`src/rtl/fifo_rst_seq.sv`:
```
// FIFO reset handshake initiator: drain, fixed-width fifo_rst pulse, settle window, done pulse.
// Optional drain timeout is enabled by defining FIFO_RST_TIMEOUT_EN.
module fifo_rst_seq #(
   parameter int unsigned RST_CYCLES    = 8,
   parameter int unsigned SETTLE_CYCLES = 256,
   parameter int unsigned DRAIN_TIMEOUT = 1024
) (
   input  logic clock,
   input  logic rst_n,
   input  logic rst_req,
   input  logic wr_idle,
   input  logic rd_idle,
   output logic fifo_rst,
   output logic rst_busy,
   output logic fifo_ready,
   output logic rst_done,
   output logic drain_timeout
);

   typedef enum logic [2:0] {
      IDLE,
      DRAIN,
      ASSERT,
      SETTLE,
      DONE
   } state_e;

   localparam int unsigned MAX_A   = (RST_CYCLES > SETTLE_CYCLES) ? RST_CYCLES : SETTLE_CYCLES;
   localparam int unsigned MAX_ALL = (MAX_A > DRAIN_TIMEOUT) ? MAX_A : DRAIN_TIMEOUT;

   localparam logic [9:0] RST_LAST    = 10'(RST_CYCLES - 1);
   localparam logic [9:0] SETTLE_LAST = 10'(SETTLE_CYCLES - 1);
   localparam logic [9:0] CNT_MAX     = 10'(MAX_ALL - 1);
`ifdef FIFO_RST_TIMEOUT_EN
   localparam logic [9:0] DRAIN_LAST  = 10'(DRAIN_TIMEOUT - 1);
`endif

   state_e     state_q, state_d;
   logic [9:0] cnt_q, cnt_d;
   logic       fifo_rst_q, fifo_rst_d;
   logic       rst_busy_q, rst_busy_d;
   logic       fifo_ready_q, fifo_ready_d;
   logic       rst_done_q, rst_done_d;
`ifdef FIFO_RST_TIMEOUT_EN
   logic       drain_timeout_q, drain_timeout_d;
`endif

   always_comb begin
      state_d = state_q;
      cnt_d   = cnt_q;
`ifdef FIFO_RST_TIMEOUT_EN
      drain_timeout_d = 1'b0;
`endif
      case (state_q)
         IDLE: begin
            cnt_d = '0;
            if (rst_req) state_d = DRAIN;
         end
         DRAIN: begin
            if (wr_idle && rd_idle) begin
               state_d = ASSERT;
               cnt_d   = '0;
`ifdef FIFO_RST_TIMEOUT_EN
            end else if (cnt_q == DRAIN_LAST) begin
               state_d         = ASSERT;
               cnt_d           = '0;
               drain_timeout_d = 1'b1;
`endif
            end else if (cnt_q != CNT_MAX) begin
               cnt_d = cnt_q + 10'd1;
            end
         end
         ASSERT: begin
            // fifo_rst_q is low here only in the first cycle after rst_n release;
            // hold the count so the power-on pulse is still RST_CYCLES wide.
            if (fifo_rst_q) begin
               if (cnt_q == RST_LAST) begin
                  state_d = SETTLE;
                  cnt_d   = '0;
               end else begin
                  cnt_d = cnt_q + 10'd1;
               end
            end
         end
         SETTLE: begin
            if (rst_req) begin
               state_d = ASSERT;
               cnt_d   = '0;
            end else if (cnt_q == SETTLE_LAST) begin
               state_d = DONE;
               cnt_d   = '0;
            end else begin
               cnt_d = cnt_q + 10'd1;
            end
         end
         DONE: begin
            // a request seen in DONE is the pending request, taken straight to DRAIN
            cnt_d   = '0;
            state_d = rst_req ? DRAIN : IDLE;
         end
         default: begin
            state_d = IDLE;
            cnt_d   = '0;
         end
      endcase

      fifo_rst_d   = (state_d == ASSERT);
      rst_busy_d   = (state_d != IDLE);
      fifo_ready_d = (state_d == IDLE);
      rst_done_d   = (state_d == DONE);
   end

   always_ff @(posedge clock or negedge rst_n) begin
      if (!rst_n) begin
         state_q      <= ASSERT;
         cnt_q        <= '0;
         fifo_rst_q   <= 1'b0;
         rst_busy_q   <= 1'b1;
         fifo_ready_q <= 1'b0;
         rst_done_q   <= 1'b0;
      end else begin
         state_q      <= state_d;
         cnt_q        <= cnt_d;
         fifo_rst_q   <= fifo_rst_d;
         rst_busy_q   <= rst_busy_d;
         fifo_ready_q <= fifo_ready_d;
         rst_done_q   <= rst_done_d;
      end
   end

`ifdef FIFO_RST_TIMEOUT_EN
   always_ff @(posedge clock or negedge rst_n) begin
      if (!rst_n) drain_timeout_q <= 1'b0;
      else        drain_timeout_q <= drain_timeout_d;
   end
   assign drain_timeout = drain_timeout_q;
`else
   assign drain_timeout = 1'b0;
`endif

   assign fifo_rst   = fifo_rst_q;
   assign rst_busy   = rst_busy_q;
   assign fifo_ready = fifo_ready_q;
   assign rst_done   = rst_done_q;

endmodule
```
`config.mk`:
```
export PLATFORM = sky130hd
export DESIGN_NAME = fifo_rst_seq
export DESIGN_NICKNAME = d
export VERILOG_FILES = /design/src/rtl/fifo_rst_seq.sv
export SDC_FILE = /design/constraint.sdc
export NUM_CORES = 1
export LEC_CHECK = 0
export BUFFER_PORTS_ARGS = -buffer_cell sky130_fd_sc_hd__buf_2
export CORE_MARGIN = 2
export CORE_UTILIZATION = 40
export DETAILED_ROUTE_END_ITERATION = 6
export PLACE_DENSITY = 0.62
export REMOVE_ABC_BUFFERS = 1
export SYNTH_ARGS = -nofsm -noshare
export SYNTH_HDL_FRONTEND = slang
export SYNTH_SLANG_ARGS = --single-unit
```
`constraint.sdc`:
```
create_clock -name clock -period 2.4 [get_ports clock]
set_clock_uncertainty 0.1 [all_clocks]
set_input_delay 0.12 -clock clock [delete_from_list [all_inputs] [get_ports clock]]
set_output_delay 0.12 -clock clock [all_outputs]
set_load 0.02 [all_outputs]
```
==> results.py <==
metrics = {
    "floorplan": {
        "core_um2": 2480,
        "num_rows": 18,
        "dieArea_um2": 3020,
        "ios": 10,
        "initial_core_util_pct": 42.0,
        "die_w_um": 55.0,
        "die_y_um": 55.0,
    },
    "clocking": {
        "cts-root-buf": "clkbuf_4",
        "cts_buffer_depth": 2,
        "cts_tree": "done",
        "postCtsSetupBuffers": 0,
        "path_clk_slew_ns": 0.10,
        "cts_made_buffers": 3,
        "cts-htree-levels": 1,
        "postCtsHoldBufs": 1,
        "insertion_delay_ns": 0.29,
        "post_cts_resized": 0,
        "clock_sinks": 17,
    },
    "hold_path": {
        "min_path_type": "input pin to flop",
    },
    "critical_path": {
        "crit_arrival_ns": 2.14,
        "critPathLaunch": "cnt_q[0]",
        "crit_path_max_incr_delay_ns": 0.42,
        "cpMaxStageDelayCell": "dfrtp_1",
        "critPathCaptureType": "flop",
        "path_max_fanout": 7,
        "reg2reg_depth": 6,
        "path_cells": "ha_1, and2_1, a41o_1, a21oi_2, nor2_2, o311ai_2",
        "critPathCapture": "cnt_q[2]",
        "cp-start-kind": "flop",
        "r2r_start": "cnt_q[0]",
        "regToRegEndpoint": "cnt_q[2]",
        "crit_type": "flop to flop",
        "r2r_slack_ns": 0.36,
        "required_ns": 2.50,
    },
    "place": {
        "place_inst": 153,
        "port_buffers": 8,
        "dpl.hpwl_mm": 1.75,
        "place_congestion": 0.865,
    },
    "cells_and_area": {
        "antennaDiodeCount": 0,
        "num-nets-final": 135,
        "layout-drive-gt1-share_pct": 21.1,
        "instances_no_fill": 158,
        "final_util_pct": 45.9,
        "synthToLayoutAreaGrowth_pct": 9.39,
        "fillerInstances": 250,
    },
    "power": {
        "power_w": 0.00111,
        "vdd_drop_max_uv": 512,
        "cellPowerDensity_nw_per_um2": 974,
        "leakage_nw": 0.475,
    },
    "logic_synthesis": {
        "synth.yosys.seq_area_share_pct": 41.2,
        "yosys-top-cells-area": "dfrtp_1 (36%), nand2_1 (6.9%), dfstp_2 (5.1%)",
        "yosysTopAreaCell": "dfrtp_1",
        "synth_seq_cells": 17,
        "yosysWarnings": 0,
        "syn_area_per_cell_um2": 8.81,
        "synth_xor_area_share_pct": 0,
        "netlist_instances": 118,
        "synth_edf_count": 0,
        "muxShareOfSynthArea_pct": 2.89,
        "synth_ff_type": "dfrtp_1",
        "synth_top_area_share_pct": 36.1,
        "synth_compound_area_share_pct": 20.8,
        "synth.cell_area_um2": 1040,
        "synth_top_family_by_area": "simple AND/OR/NAND/NOR gates",
        "synthAdderAreaFrac_pct": 1.20,
        "synth_simple_gate_area_share_pct": 30.6,
        "synthArstFlopShare_pct": 100,
        "synth_cell_type_count": 42,
    },
    "timing": {
        "tns_ns": 0,
        "fmax_mhz": 491,
        "min_period_over_period_pct": 84.8,
        "min_period_ns": 2.04,
        "setup_viol": 0,
        "hold_viol_final": 0,
        "drv_slew": 0,
        "grt_setup_unrepaired": "no",
    },
    "detailed_routing": {
        "initialDrtViolationCount": 41,
        "wire_per_inst_um": 15.2,
        "drt-pass1-iter-count": 4,
        "drc": 0,
        "ant_nets": 0,
        "vias_per_cell": 5.77,
        "wl_mm": 2.41,
        "num_vias": 911,
    },
    "global_routing": {
        "grt_antenna_before_repair": 0,
        "grtUsageTotal_pct": 18.9,
        "grt_pass1_wl_mm": 4.01,
        "grt_pass1_vias": 882,
        "grt_overflow": 0,
        "grt_max_degree": 18,
    },
    "outcome": {
        "status": "finished, final reports clean",
    },
    "run": {
        "cap_violations": 0,
    },
}
worst max-delay path, delay by kind of cell, from the launching register on:
kind | cells | cell delay (ns)
adders and majority gates | 1 | 0.27
DFF | 1 | 0.42
and+or+nand+nor | 2 | 0.35
AOI/OAI and AO/OA | 3 | 0.82
through the flow:
step	worst slack (ns)	area [um^2]	hold slack [ns]
global placement	0.433	1100	-0.0370
finish	0.364	1140	0.0255
detailed placement	0.394	1100	-0.0238
floorplan	0.614	1020	-0.276
CTS	0.368	1140	0.0236
global route	0.248	1140	0.0257
synthesized netlist by cell type, types with 2 or more instances:
cell type	instances
buf_4	2
o211ai_1	5
and2_1	2
a21oi_1	5
mux2i_1	3
inv_1	2
nand4_1	3
o21ai_0	5
dfrtp_1	15
nor3_1	4
o22ai_1	2
nand2b_2	2
or2_2	3
nor2_1	13
nand2_1	19
o21ai_1	4
nand3_1	3
dfstp_2	2
flip-flops by register name, indices dropped and copies added, names as in the netlist:
register and flops:
cnt_q 10, rst_done 1, fifo_ready 1, state_q 3
fifo_rst 1, rst_busy 1
routing by layer:
metal | vias to the layer above | GRT usage (%) | wire length, um
met5 | - | 0 | 0
met4 | 0 | 6.10 | 22
met3 | 2 | 5.65 | 114
met2 | 18 | 32.5 | 1170
met1 | 448 | 22.3 | 1100
li1 | 443 | - | -
area by class of cell:
type                            count  area [um^2]  share of cell area, %
Multi-Input combinational cell     95          581                   51.0
Sequential cell                    17          428                   37.6
Tap cell                           30         37.5                   3.30
Clock buffer                        4         26.3                   2.31
Inverter                            2         7.51                  0.660
Timing Repair Buffer               10         57.6                   5.06
placed cells by master (no fill, tap or decap), drive strengths merged, types with 2 or more instances in the layout:
cell type  Yosys  routed
mux2i          3       3
dfstp          2       2
inv            2       2
clkbuf         1       4
nand4          3       3
a21oi          7       7
dfrtp         15      15
nand2b         2       2
o211ai         5       5
and2           2       2
buf            3       9
o22ai          2       2
or2            4       4
nand2         19      19
nand3          4       4
o21ai          9       9
nor3           5       5
nor2          14      14
power by group:
part	internal, W	total [W]	switching, W
clock	0.0000648	0.000157	0.0000925
sequential	0.000367	0.000454	0.0000865
combinational	0.000178	0.000496	0.000319
total	0.000609	0.00111	0.000498
worst min path at each step:
stage / cells past startpoint / to / from
floorplan: 0 / cnt_q[0] / rst_n
finish: 3 / state_q[1] / rd_idle
global route: 3 / state_q[1] / rd_idle
global placement: 1 / rst_done / rst_n
detailed placement: 1 / rst_done / rst_n
CTS: 3 / state_q[1] / rd_idle
logic make-up (layout without fill, tap and decap cells):
kind of cell / Yosys count / after routing
DFF: 17 / 17
and+or+nand+nor: 60 / 60
buffers and inverters: 6 / 16
other: 1 / 1
AOI/OAI and AO/OA: 30 / 30
adders and majority gates: 1 / 1
muxes: 3 / 3
Power figures use the tool's default switching activity.
